File: src/rtl/bd_out_scheduler_if.sv
// Handshake bundle for the two-requester weighted output scheduler.
// slave is the scheduler side, master is the requester/sink side.
interface bd_out_scheduler_if #(
  parameter int N  = 21,
  parameter int NW = 8
);
  logic [N-1:0]  in0_d, in1_d, out_d;
  logic          in0_v, in0_a, in1_v, in1_a;
  logic          out_v, out_a;
  logic [NW-1:0] weight0, weight1;
  logic          stall;
  logic [1:0]    grant;

  modport slave (
    input  in0_d, in0_v, in1_d, in1_v, out_a, weight0, weight1, stall,
    output in0_a, in1_a, out_d, out_v, grant
  );
  modport master (
    output in0_d, in0_v, in1_d, in1_v, out_a, weight0, weight1, stall,
    input  in0_a, in1_a, out_d, out_v, grant
  );
endinterface

File: src/rtl/bd_out_scheduler.sv
// Weighted burst scheduler: two requesters share a one-entry output register,
// each owner holds the grant for up to its weight in words.
module bd_out_scheduler #(
  parameter int N  = 21,
  parameter int NW = 8
) (
  input logic              clk,
  input logic              reset,
  bd_out_scheduler_if.slave b
);
  typedef enum logic [1:0] {IDLE, G0, G1} state_t;

  state_t        state, nxt;
  logic          last_served;
  logic [NW-1:0] credit, load_val;
  logic          load, leave;
  logic          slot_free, xfer0, xfer1, own_v, oth_v, own_x;

  function automatic logic [NW-1:0] eff_w(input logic [NW-1:0] w);
    return (w == '0) ? NW'(1) : w;
  endfunction

  assign slot_free = !b.out_v || b.out_a;
  assign b.in0_a   = (state == G0) && slot_free && !b.stall;
  assign b.in1_a   = (state == G1) && slot_free && !b.stall;
  assign xfer0     = b.in0_v && b.in0_a;
  assign xfer1     = b.in1_v && b.in1_a;
  assign own_v     = (state == G1) ? b.in1_v : b.in0_v;
  assign oth_v     = (state == G1) ? b.in0_v : b.in1_v;
  assign own_x     = xfer0 || xfer1;
  // a dry owner only releases when not stalled, so stall freezes the burst
  assign leave     = (state != IDLE) &&
                     ((own_x && credit == NW'(1)) || (!own_v && !b.stall));

  always_comb begin
    nxt      = state;
    load     = 1'b0;
    load_val = eff_w(b.weight0);
    case (state)
      IDLE: if (!b.stall) begin
        if (b.in0_v && (!b.in1_v || last_served)) begin
          nxt = G0; load = 1'b1; load_val = eff_w(b.weight0);
        end else if (b.in1_v) begin
          nxt = G1; load = 1'b1; load_val = eff_w(b.weight1);
        end
      end
      default: if (leave) begin
        if (oth_v) begin
          nxt      = (state == G0) ? G1 : G0;
          load     = 1'b1;
          load_val = (state == G0) ? eff_w(b.weight1) : eff_w(b.weight0);
        end else if (own_v) begin
          load     = 1'b1;
          load_val = (state == G0) ? eff_w(b.weight0) : eff_w(b.weight1);
        end else begin
          nxt = IDLE;
        end
      end
    endcase
  end

  always_ff @(posedge clk or posedge reset) begin
    if (reset) begin
      state       <= IDLE;
      credit      <= '0;
      last_served <= 1'b1;
      b.grant     <= 2'b00;
      b.out_v     <= 1'b0;
      b.out_d     <= '0;
    end else begin
      state   <= nxt;
      b.grant <= {nxt == G1, nxt == G0};
      if (load)       credit <= load_val;
      else if (own_x) credit <= credit - NW'(1);
      if (leave)      last_served <= (state == G1);
      if (xfer0) begin
        b.out_d <= b.in0_d; b.out_v <= 1'b1;
      end else if (xfer1) begin
        b.out_d <= b.in1_d; b.out_v <= 1'b1;
      end else if (b.out_a) begin
        b.out_v <= 1'b0;
      end
    end
  end
endmodule

File: src/flat_wrapper.sv
// flat-port wrapper written by rule: the top's interface ports become plain ports
module bd_out_scheduler_flat 
#(
  parameter int N  = 21,
  parameter int NW = 8
)
  (clk, reset, b_in0_d, b_in0_v, b_in1_d, b_in1_v, b_out_a, b_weight0, b_weight1, b_stall, b_in0_a, b_in1_a, b_out_d, b_out_v, b_grant);
  bd_out_scheduler_if #(.N(N), .NW(NW)) b_i ();
  input logic clk;
  input logic reset;
  input wire logic [$bits(b_i.in0_d)-1:0] b_in0_d;
  input wire logic [$bits(b_i.in0_v)-1:0] b_in0_v;
  input wire logic [$bits(b_i.in1_d)-1:0] b_in1_d;
  input wire logic [$bits(b_i.in1_v)-1:0] b_in1_v;
  input wire logic [$bits(b_i.out_a)-1:0] b_out_a;
  input wire logic [$bits(b_i.weight0)-1:0] b_weight0;
  input wire logic [$bits(b_i.weight1)-1:0] b_weight1;
  input wire logic [$bits(b_i.stall)-1:0] b_stall;
  output wire logic [$bits(b_i.in0_a)-1:0] b_in0_a;
  output wire logic [$bits(b_i.in1_a)-1:0] b_in1_a;
  output wire logic [$bits(b_i.out_d)-1:0] b_out_d;
  output wire logic [$bits(b_i.out_v)-1:0] b_out_v;
  output wire logic [$bits(b_i.grant)-1:0] b_grant;
  assign b_i.in0_d = b_in0_d;
  assign b_i.in0_v = b_in0_v;
  assign b_i.in1_d = b_in1_d;
  assign b_i.in1_v = b_in1_v;
  assign b_i.out_a = b_out_a;
  assign b_i.weight0 = b_weight0;
  assign b_i.weight1 = b_weight1;
  assign b_i.stall = b_stall;
  assign b_in0_a = b_i.in0_a;
  assign b_in1_a = b_i.in1_a;
  assign b_out_d = b_i.out_d;
  assign b_out_v = b_i.out_v;
  assign b_grant = b_i.grant;
  bd_out_scheduler #(.N(N), .NW(NW)) u_core (.clk(clk), .reset(reset), .b(b_i));
endmodule
File: config.mk
export PLATFORM = sky130hd
export DESIGN_NAME = bd_out_scheduler_flat
export DESIGN_NICKNAME = d
export VERILOG_FILES = /design/src/rtl/bd_out_scheduler_if.sv /design/src/rtl/bd_out_scheduler.sv /design/src/flat_wrapper.sv
export SDC_FILE = /design/constraint.sdc
export NUM_CORES = 1
export LEC_CHECK = 0
export ABC_AREA = 1
export CAP_MARGIN = 10
export CELL_PAD_IN_SITES_DETAIL_PLACEMENT = 1
export CELL_PAD_IN_SITES_GLOBAL_PLACEMENT = 2
export CORE_ASPECT_RATIO = 0.6
export CORE_UTILIZATION = 22
export DETAILED_ROUTE_END_ITERATION = 16
export GPL_TIMING_DRIVEN = 0
export HOLD_SLACK_MARGIN = 0.1
export PLACE_DENSITY_LB_ADDON = 0.25
export SLEW_MARGIN = 25
export SYNTH_ARGS = -nofsm -noshare
export SYNTH_HDL_FRONTEND = slang
export SYNTH_SLANG_ARGS = --single-unit
File: constraint.sdc
create_clock -name clk -period 1.7 [get_ports clk]
set_input_delay 0.425 -clock clk [delete_from_list [all_inputs] [get_ports clk]]
set_output_delay 0.425 -clock clk [all_outputs]
set_load 0.05 [all_outputs]
Word level (Yosys, flattened, before mapping)

Index checks and enable logic that the tools add are counted.
W data, S select, Z words.

$add $sub $neg: 1
Equal/unequal tests: 5
Reduce and logical (&&, ||, !) cells: 25
Mux-type cells: 35

Operators by type and width:

| operator              | number |
|---|---|
| $mux W8               | 13 |
| $mux W21              | 2 |
| $logic_not A8 Y1      | 2 |
| $mux W2               | 8 |
| $mux W1               | 12 |
| $logic_and A1 B1 Y1   | 10 |
| $eq A8 B1 Y1 const B  | 1 |
| $sub A8 B1 Y8 const B | 1 |
| $reduce_bool A2 Y1    | 3 |
| $eq A2 B1 Y1 const B  | 2 |
| $eq A2 B2 Y1 const B  | 2 |
| $logic_not A1 Y1      | 4 |
| $logic_or A1 B1 Y1    | 4 |
| $reduce_bool A3 Y1    | 1 |
| $logic_not A2 Y1      | 1 |

Output and inout port bits: 26
Input bits: 64
Flip-flop bits (word level): 35
Logic and storage cells: 72

Logic depth before layout (Yosys ltp)

Gate-level depths: netlist of run 1.

Depth in word-level cells: 12
Gate-level depth with buffers: 12
Mapped depth without buffers: 12

Worst setup path before layout of run 1

Ideal clock, no wire load.

Path kind: register to output
From: reg u_core.b.out_v
To: out b_in0_a
Buffers on the path: 0
Required time: 1275 ps
Arrival time: 1483 ps
Cell stages (with the launch flop): 4
Path slack: -208 ps
Cell sequence: dfrtp_1 > nand2_1 > nand2_1 > nor2_1

Word-level cells in the longest chain between the ends: 4

Ends and longest elaborated chain:

| what                              | RTL line                  | RTL |
|---|---|---|
| from (decl)                       | bd_out_scheduler_if.sv:16 | `output in0_a, in1_a, out_d, out_v, grant` |
| from (signal assigned)            | bd_out_scheduler.sv:68    | `b.out_v <= 1'b0;` |
| from (signal assigned)            | bd_out_scheduler.sv:77    | `b.out_d <= b.in0_d; b.out_v <= 1'b1;` |
| from (signal assigned)            | bd_out_scheduler.sv:79    | `b.out_d <= b.in1_d; b.out_v <= 1'b1;` |
| $logic_not A1 Y1                  | bd_out_scheduler.sv:23    | `assign slot_free = !b.out_v \|\| b.out_a;` |
| $logic_or A1 B1 Y1                | bd_out_scheduler.sv:23    |  |
| $logic_and A1 B1 Y1 (2 in series) | bd_out_scheduler.sv:24    | `assign b.in0_a = (state == G0) && slot_free && !b.stall;` |
| to (decl)                         | flat_wrapper.sv:19        | `output wire logic [$bits(b_i.in0_a)-1:0] b_in0_a;` |

No other way between the ends.

Final worst setup path of run 1

From: reg u_core.state[0]
To: out b_in0_a

Word-level cells in the longest chain between the ends: 3

Ends and longest elaborated chain:

| what                              | RTL line               | RTL |
|---|---|---|
| from (decl)                       | bd_out_scheduler.sv:13 | `state_t state, nxt;` |
| from (signal assigned)            | bd_out_scheduler.sv:71 | `state <= nxt;` |
| $eq A2 B1 Y1                      | bd_out_scheduler.sv:24 |  |
| $logic_and A1 B1 Y1 (2 in series) | bd_out_scheduler.sv:24 |  |

No other way between the ends.

==> out/results.tsv, run 1 <==
stage	metric	value	unit
power_and_ir_drop	p_leak	1.762	nW
setup_path	critical_path_class	reg2out	
setup_path	slowest_stage	dfrtp_1	
place	place_area	0.003332	sq mm
routing	dr_total_vias	2647	
clock_tree	clock-sinks	35	
power_and_ir_drop	pwr_density_cell	1773	mW/mm^2
finish	diodes	0	
synth	synth_cell_types	31	
clock_tree	clk_latency	270	ps
setup_path	cp.arrival	1330	ps
grt	use_met3	4.609	%
place	dp_cells	565	
routing	ant_nets	0	
finish	final_nets	519	
timing	hold_viol	0	
synth	ys_seq_area_share	38.79	%
synth	synth_flop_cell	dfrtp_1	
synth	synth.ff_latch_count	35	
synth	synthCells	341	
setup_path	crit_start	u_core.state[0]	
timing	fin_setup_tns	-50.17	ps
clock_tree	htreeDepth	2	
routing	wl_per_cell	15.09	um
place	dpl.hpwl	6549	um
timing	finalCritPeriodShare	103.0	%
grt	grtUsageTotal	16.92	%
synth	synthTopCellsByCount	121 x nand2_1, 49 x nor2_1, 34 x dfrtp_1	
clock_tree	cts_tree	built	
timing	finalCriticalPeriod	1750	ps
setup_path	worst-r2r-setup-slack	10	ps
grt	use_met2	24.71	%
synth	synthTopCellsByArea	dfrtp_1 38%, nand2_1 20%, nor2_1 8.1%	
grt	grtUsageMet1	25.02	%
routing	vias_per_cell	4.494	
timing	fin_worst_skew	6.746	ps
timing	setup_viol	1	
status	outcome	complete, but fails checks	
synth	synthArstFlopShare	100.0	%
setup_path	startpoint_type	register	
die	initial_core_util	22.80	%
worst_hold_path	hold_class	in2async	
setup_path	r2r_cells	12	
finish	fillerInstances	1216	
routing	drtIter0Drc	121	
routing	drc	0	
clock_tree	clk_pin_slew_worst_paths	60	ps
setup_path	worstPathRequired	1270	ps
place	routabilityCongestion	0.8113	
clock_tree	cts_made_buffers	5	
synth	synth_area	0.002261	sq mm
setup_path	cpPeakStageDelay	390	ps
finish	utilization	37.96	%
synth	synth-edff-count	0	
grt	grt_overflow	0	
grt	top_usage_layer	met1	
grt	grt_pass1_vias	2659	
timing	rsz0062_at_grt	true	
die	io_pins	90	
grt	grt_max_degree	29	
status	violations	negative setup slack	
clock_tree	cts-root-buf	clkbuf_16	
die	die-area	0.01070	sq mm
synth	yosysTopAreaCellShare	37.63	%
setup_path	path_cells	inv_2 > nor2_4 > inv_2 > nor2_2 > buf_6	
grt	antenna_found_initial	0	
synth	yosysTopAreaCell	dfrtp_1	
routing	drt-total-wl	8887	um
finish	drive_gt1_share	18.72	%
timing	final.setup.worst_slack	-50.17	ps
setup_path	path_common_cell	inv_2	
routing	firstDrtPassIters	4	
power_and_ir_drop	ir_worst_vdd	0.0007157	V
timing	slew_violations	0	
die	die_h	80.53	um
synth	syn-num-nets	407	
setup_path	r2r_end	u_core.credit[5]	
finish	area.growth.synth_to_final	66.46	%
synth	syn_area_per_cell	6.630	sq um
timing	worst_pin_slew	536.2	ps
timing	max_freq	571.4	MHz
synth	synth_warnings	0	
finish	final-instance-count-excl-fill	589	
setup_path	end_kind	primary output	
die	rows	28	
finish	stdcell_area	0.003764	sq mm
timing	slew_headroom	63.98	%
clock_tree	clockBufferDepth	2	
die	die_x	132.9	um
setup_path	path_max_fanout	4	
synth	yosysMostFrequentCell	nand2_1	
setup_path	r2r-start	u_core.credit[1]	
place	port_buffers	88	
job	cap_viol_max_count	0	
grt	grt_pass1_wl	14070	um
die	core-area	0.009915	sq mm
cell type report:
| class | count | area [sq um] | share of cell area (%) |
|---|---|---|---|
| inverters | 29 | 108.9 | 2.892 |
| plain buffers | 13 | 100.1 | 2.660 |
| flip-flops and latches | 35 | 879.6 | 23.37 |
| clock inverters | 1 | 5.005 | 0.1330 |
| clock buffers | 7 | 132.6 | 3.524 |
| well taps | 135 | 168.9 | 4.488 |
| multi-input cells | 265 | 1376 | 36.57 |
| repair buffers | 104 | 992.2 | 26.36 |
cell usage in the layout (no fill, tap or decap), types with 3 or more instances in the layout:
cell,instances
buf_4,16
nand3_4,3
nand2_4,5
nand3_1,29
clkbuf_16,5
dlygate4sd2_1,26
clkbuf_2,4
nor2_1,46
o21ai_1,5
buf_6,5
nor2_2,4
nor3_1,4
inv_1,17
a31oi_1,22
xor2_1,3
dfrtp_1,32
nand2_2,9
inv_2,11
clkdlybuf4s50_1,59
nand2_1,110
nand3_2,4
o21ai_0,3
clkbuf_1,3
power by group:
part	total (mW)	switching [mW]	leakage [nW]	internal [mW]
clock network	0.874	0.332	0.0679	0.541
registers	1.52	0.262	0.397	1.26
logic	4.28	2.86	1.30	1.41
total	6.67	3.46	1.76	3.22
registers in the layout, indices dropped and copies added (netlist names):
| register | count |
|---|---|
| u_core.b.grant | 2 |
| u_core.state | 2 |
| u_core.b.out_d | 21 |
| u_core.b.out_v | 1 |
| u_core.last_served | 1 |
| u_core.credit | 8 |
logic make-up (layout without fill, tap and decap cells):
group                      after synthesis  in the layout  share of synthesized area, %
DFF                                     35             35                         38.79
xor gates and xnor gates                 4              4                         1.550
adders and majority gates                2              2                         1.107
and+or+nand+nor                        221            222                         41.34
AOI/OAI and AO/OA                       37             37                         9.685
buffers and inverters                   42            154                         7.526
layer usage:
metal,wire length [um],up-vias
li1,-,1324
met2,3500,65
met3,487,2
met5,0,-
met1,4885,1256
met4,13,0
critical path, delay by kind of cell, from the launching register on:
kind / cells / cell delay (ps)
flops: 1 / 390
simple gates: 2 / 280
buf+inv: 3 / 370
how the worst max path moves through the flow:
stage | slack (ps) | to | cells after the start
2_1_floorplan | -110 | b_in0_a | 3
3_3_place_gp | -770 | b_in1_a | 6
3_5_place_dp | -790 | b_in1_a | 6
4_1_cts | -50 | u_core.credit[3] | 10
5_1_grt | -130 | u_core.credit[7] | 11
6_report | -50 | b_in0_a | 5
stage by stage:
step,setup WS [ps],power [mW],hold slack [ps]
detailed placement,-787.0,5.460,474.0
global placement,-767.6,5.406,464.3
global route,-129.1,7.221,397.9
finish,-50.17,6.674,379.9
floorplan,-113.5,4.135,451.7
CTS,-52.87,6.533,383.6
repair_timing:
action,CTS,global route
setup buffers,9,4
resized for setup,83,29
pin swaps,9,7
setup endpoints to repair,61,33
gates cloned,2,1
hold buffers,0,0
(Power assumes the default switching activity.)
==> run 2, diff against run 1 <==
--- a/config.mk
+++ b/config.mk
@@ -10,5 +10,6 @@
 export CELL_PAD_IN_SITES_DETAIL_PLACEMENT = 1
-export CELL_PAD_IN_SITES_GLOBAL_PLACEMENT = 2
+export CELL_PAD_IN_SITES_GLOBAL_PLACEMENT = 1
 export CORE_ASPECT_RATIO = 0.6
-export CORE_UTILIZATION = 22
+export CORE_UTILIZATION = 29
+export CTS_CLUSTER_DIAMETER = 120
 export DETAILED_ROUTE_END_ITERATION = 16
==> constraint.sdc (replaced) <==
create_clock -name clk -period 1.7 [get_ports clk]
set_input_delay 0.34 -clock clk [delete_from_list [all_inputs] [get_ports clk]]
set_output_delay 0.34 -clock clk [all_outputs]
set_load 0.05 [all_outputs]
==> run 2 against run 1 <==
The run still ends with negative setup slack left. Worst hold slack worse by 98 ps. Non-clock buffer count grew 7. Clock-buffer cell count shrank 1. Design area rose by 1.4%. Clock skew down 3.4 ps. Sequential cell count unchanged. Maximum frequency rose by 1.9%. Routed wire length fell by 2.3%. Critical path depth up 7. Setup slack better by 33 ps. Global-route usage grew 5.7 points. Register-to-register slack got worse by 30 ps. Highest routed layer unchanged.
==> out/results.tsv, run 2 (same netlist as run 1, synthesis figures left out) <==
stage	metric	value	unit	change
clock_tree	clock-sinks	35		unchanged
place	dpl.hpwl	5999	um	was 6549 um
finish	final_nets	525		was 519
setup_path	path_max_fanout	6		was 4
setup_path	worstSetupPathDepth	12		was 5
clock_tree	hold_buffers	0		unchanged
die	die_h	70.40	um	was 80.53 um
grt	grt_max_degree	30		was 29
setup_path	worst-r2r-setup-slack	-20	ps	was 10 ps
power_and_ir_drop	clkPwrFrac	15.5	%	was 13.1%
clock_tree	clk_latency	280	ps	was 270 ps
setup_path	cp.arrival	1890	ps	was 1330 ps
die	io_pins	90		unchanged
finish	multi_input_area	0.001358	sq mm	was 0.001376 sq mm
finish	fillerInstances	940		was 1216
setup_path	startpoint_type	register		unchanged
routing	drt-total-wl	8682	um	was 8887 um
status	outcome	complete, but fails checks		unchanged
finish	regMostFlops	u_core.b.out_d		unchanged
setup_path	r2r-start	u_core.state[1]		was u_core.credit[1]
grt	grtUsageTotal	22.57	%	was 16.92%
timing	hold_viol	0		unchanged
clock_tree	cts_made_buffers	5		unchanged
finish	area.growth.synth_to_final	68.73	%	was 66.46%
clock_tree	htreeDepth	2		unchanged
setup_path	cpPeakStageDelay	410	ps	was 390 ps
worst_hold_path	hold_class	in2async		unchanged
die	rows	24		was 28
routing	dr_total_vias	2724		was 2647
timing	finalCriticalPeriod	1718	ps	was 1750 ps
routing	wl_per_cell	15.39	um	was 15.09 um
place	dp_cells	534		was 565
timing	slew_violations	0		unchanged
setup_path	cpLargestDelayFamily	simple AND/OR/NAND/NOR gates		was flip-flops
power_and_ir_drop	p_comb_share	62.5	%	was 64.1%
grt	antenna_found_initial	0		unchanged
timing	finalCritPeriodShare	101.0	%	was 103.0%
timing	max_freq	582.2	MHz	was 571.4 MHz
die	die-area	0.008165	sq mm	was 0.01070 sq mm
timing	final.setup.worst_slack	-17.58	ps	was -50.17 ps
timing	fin_worst_skew	3.314	ps	was 6.746 ps
status	violations	negative setup slack		unchanged
die	initial_core_util	30.61	%	was 22.80%
grt	grt_overflow	0		unchanged
power_and_ir_drop	p_seq_share	22.0	%	was 22.8%
setup_path	end_kind	register		was primary output
routing	ant_nets	0		unchanged
setup_path	critical_path_class	reg2reg		was reg2out
setup_path	crit_start	u_core.state[1]		was u_core.state[0]
routing	firstDrtPassIters	4		unchanged
setup_path	path_buf_inv	2		was 3
place	routabilityCongestion	0.8385		was 0.8113
finish	drive_gt1_share	19.13	%	was 18.72%
routing	vias_per_cell	4.830		was 4.494
grt	grt_pass1_vias	2848		was 2659
die	die_x	116.0	um	was 132.9 um
timing	setup_viol	3		was 1
job	cap_viol_max_count	0		unchanged
power_and_ir_drop	ir_worst_vdd	0.0007612	V	was 0.0007157 V
setup_path	slowest_stage	dfrtp_2		was dfrtp_1
clock_tree	cts_tree	built		unchanged
timing	holdWs	282.4	ps	was 379.9 ps
setup_path	r2r_cells	12		unchanged
clock_tree	clockBufferDepth	2		unchanged
finish	mostFrequentLayoutCell	nand2_1		unchanged
die	core-area	0.007387	sq mm	was 0.009915 sq mm
place	place_area	0.003293	sq mm	was 0.003332 sq mm
finish	final-instance-count-excl-fill	564		was 589
finish	top_regs	u_core.b.out_d: 21 flops, u_core.credit: 8 flops		unchanged
power_and_ir_drop	total_power	6.950	mW	was 6.674 mW
finish	final_cell_mix	114 x nand2_1, 59 x clkdlybuf4s50_1, 43 x nor2_1		was 110 x nand2_1, 59 x clkdlybuf4s50_1, 46 x nor2_1
finish	stdcell_area	0.003815	sq mm	was 0.003764 sq mm
finish	diodes	0		unchanged
routing	drc	0		unchanged
finish	seq_area	879.6	sq um	unchanged
place	port_buffers	88		unchanged
routing	drtIter0Drc	79		was 121
setup_path	worstPathRequired	1870	ps	was 1270 ps
timing	slew_headroom	65.37	%	was 63.98%
setup_path	path_cells	inv_2 > nor2_2 > nand4_1 > nand2_4 > nand2_4 > nand3_4 > nand2_4 > buf_6 > nor2_4 > nand2_1 > nand2_1 > nand2_1		was inv_2 > nor2_4 > inv_2 > nor2_2 > buf_6
grt	grt_pass1_wl	14120	um	was 14070 um
power_and_ir_drop	p_leak	1.818	nW	was 1.762 nW
timing	rsz0062_at_grt	true		unchanged
power_and_ir_drop	pwr_density_cell	1822	mW/mm^2	was 1773 mW/mm^2
clock_tree	cts-root-buf	clkbuf_16		unchanged
finish	largest_reg_flops	21		unchanged
timing	worst_pin_slew	521.5	ps	was 536.2 ps
power_and_ir_drop	switching_share	50.21	%	was 51.83%
setup_path	r2r_end	u_core.credit[3]		was u_core.credit[5]
power_and_ir_drop	p_sw	3.489	mW	was 3.459 mW
power_and_ir_drop	p_int	3.461	mW	was 3.215 mW
clock_tree	clk_pin_slew_worst_paths	60	ps	about the same
finish	utilization	51.64	%	was 37.96%
[run 2: changes by cell type in the layout (fill, tap and decap cells not counted), sizes merged]
cell,previous run,this run
buf,24,31
bufinv,0,1
clkbuf,15,13
dlymetal6s2s,0,1
nand3,36,35
[run 2: timing repair]
action	in CTS	in global routing
endpoints found under the setup margin	60	35
hold endpoints to repair	0	0
cloned	2	0
pin swaps	11	11
setup buffers	17	4
resized for setup	82	23
[run 2: power by group through the flow]
| stage | clock network (mW) | registers [mW] | logic (mW) |
|---|---|---|---|
| floorplan | 0 | 2.46 | 1.67 |
| global placement | 0 | 1.52 | 3.81 |
| detailed placement | 0 | 1.54 | 3.87 |
| CTS | 1.10 | 1.53 | 4.16 |
| global route | 1.14 | 1.58 | 4.72 |
| finish | 1.08 | 1.53 | 4.34 |
[run 2: layer usage]
metal | GRT usage, % | routed length [um] | vias up
met1 | 30.30 | 4037 | 1310
met3 | 6.771 | 528 | 4
met4 | 3.989 | 31 | 0
met2 | 35.98 | 4084 | 67
li1 | - | - | 1343
met5 | 0 | 0 | -
[run 2: worst register-to-register path, delay by kind of cell, from the launching register on]
family / cells / cell delay [ps]
buffers and inverters: 2 / 220
and+or+nand+nor: 10 / 960
DFF: 1 / 410
[run 2: worst max path at each step]
| stage | slack [ps] | to |
|---|---|---|
| after global placement | -590 | b_in1_a |
| after detailed placement | -610 | b_in1_a |
| after CTS | -40 | u_core.credit[4] |
| final | -20 | u_core.credit[3] |
| after global routing | -150 | u_core.credit[5] |
| after floorplan | -30 | b_in0_a |
[run 2: final cells by class]
class	count	area share, %
timing repair buffer	112	27.98
clock buffer	6	3.641
sequential	35	23.06
tap	104	3.411
buffer	12	2.493
inverter	29	2.919
multi-input combinational	264	35.59
clock inverter	2	0.9183
[run 2: per-stage QoR]
step,setup TNS [ps],setup WS (ps)
global route,-941.8,-154.6
floorplan,-56.95,-28.47
CTS,-104.6,-35.49
detailed placement,-17140,-608.6
global placement,-27450,-594.8
finish,-33.12,-17.58
==> run 3, diff against run 2 <==
Settings changed: ABC_CLOCK_PERIOD_IN_PS from default to 1700, GPL_ROUTABILITY_DRIVEN from default to 0.
==> results of run 3 <==
Final layout, timing and power as in run 2 (identical DEF).
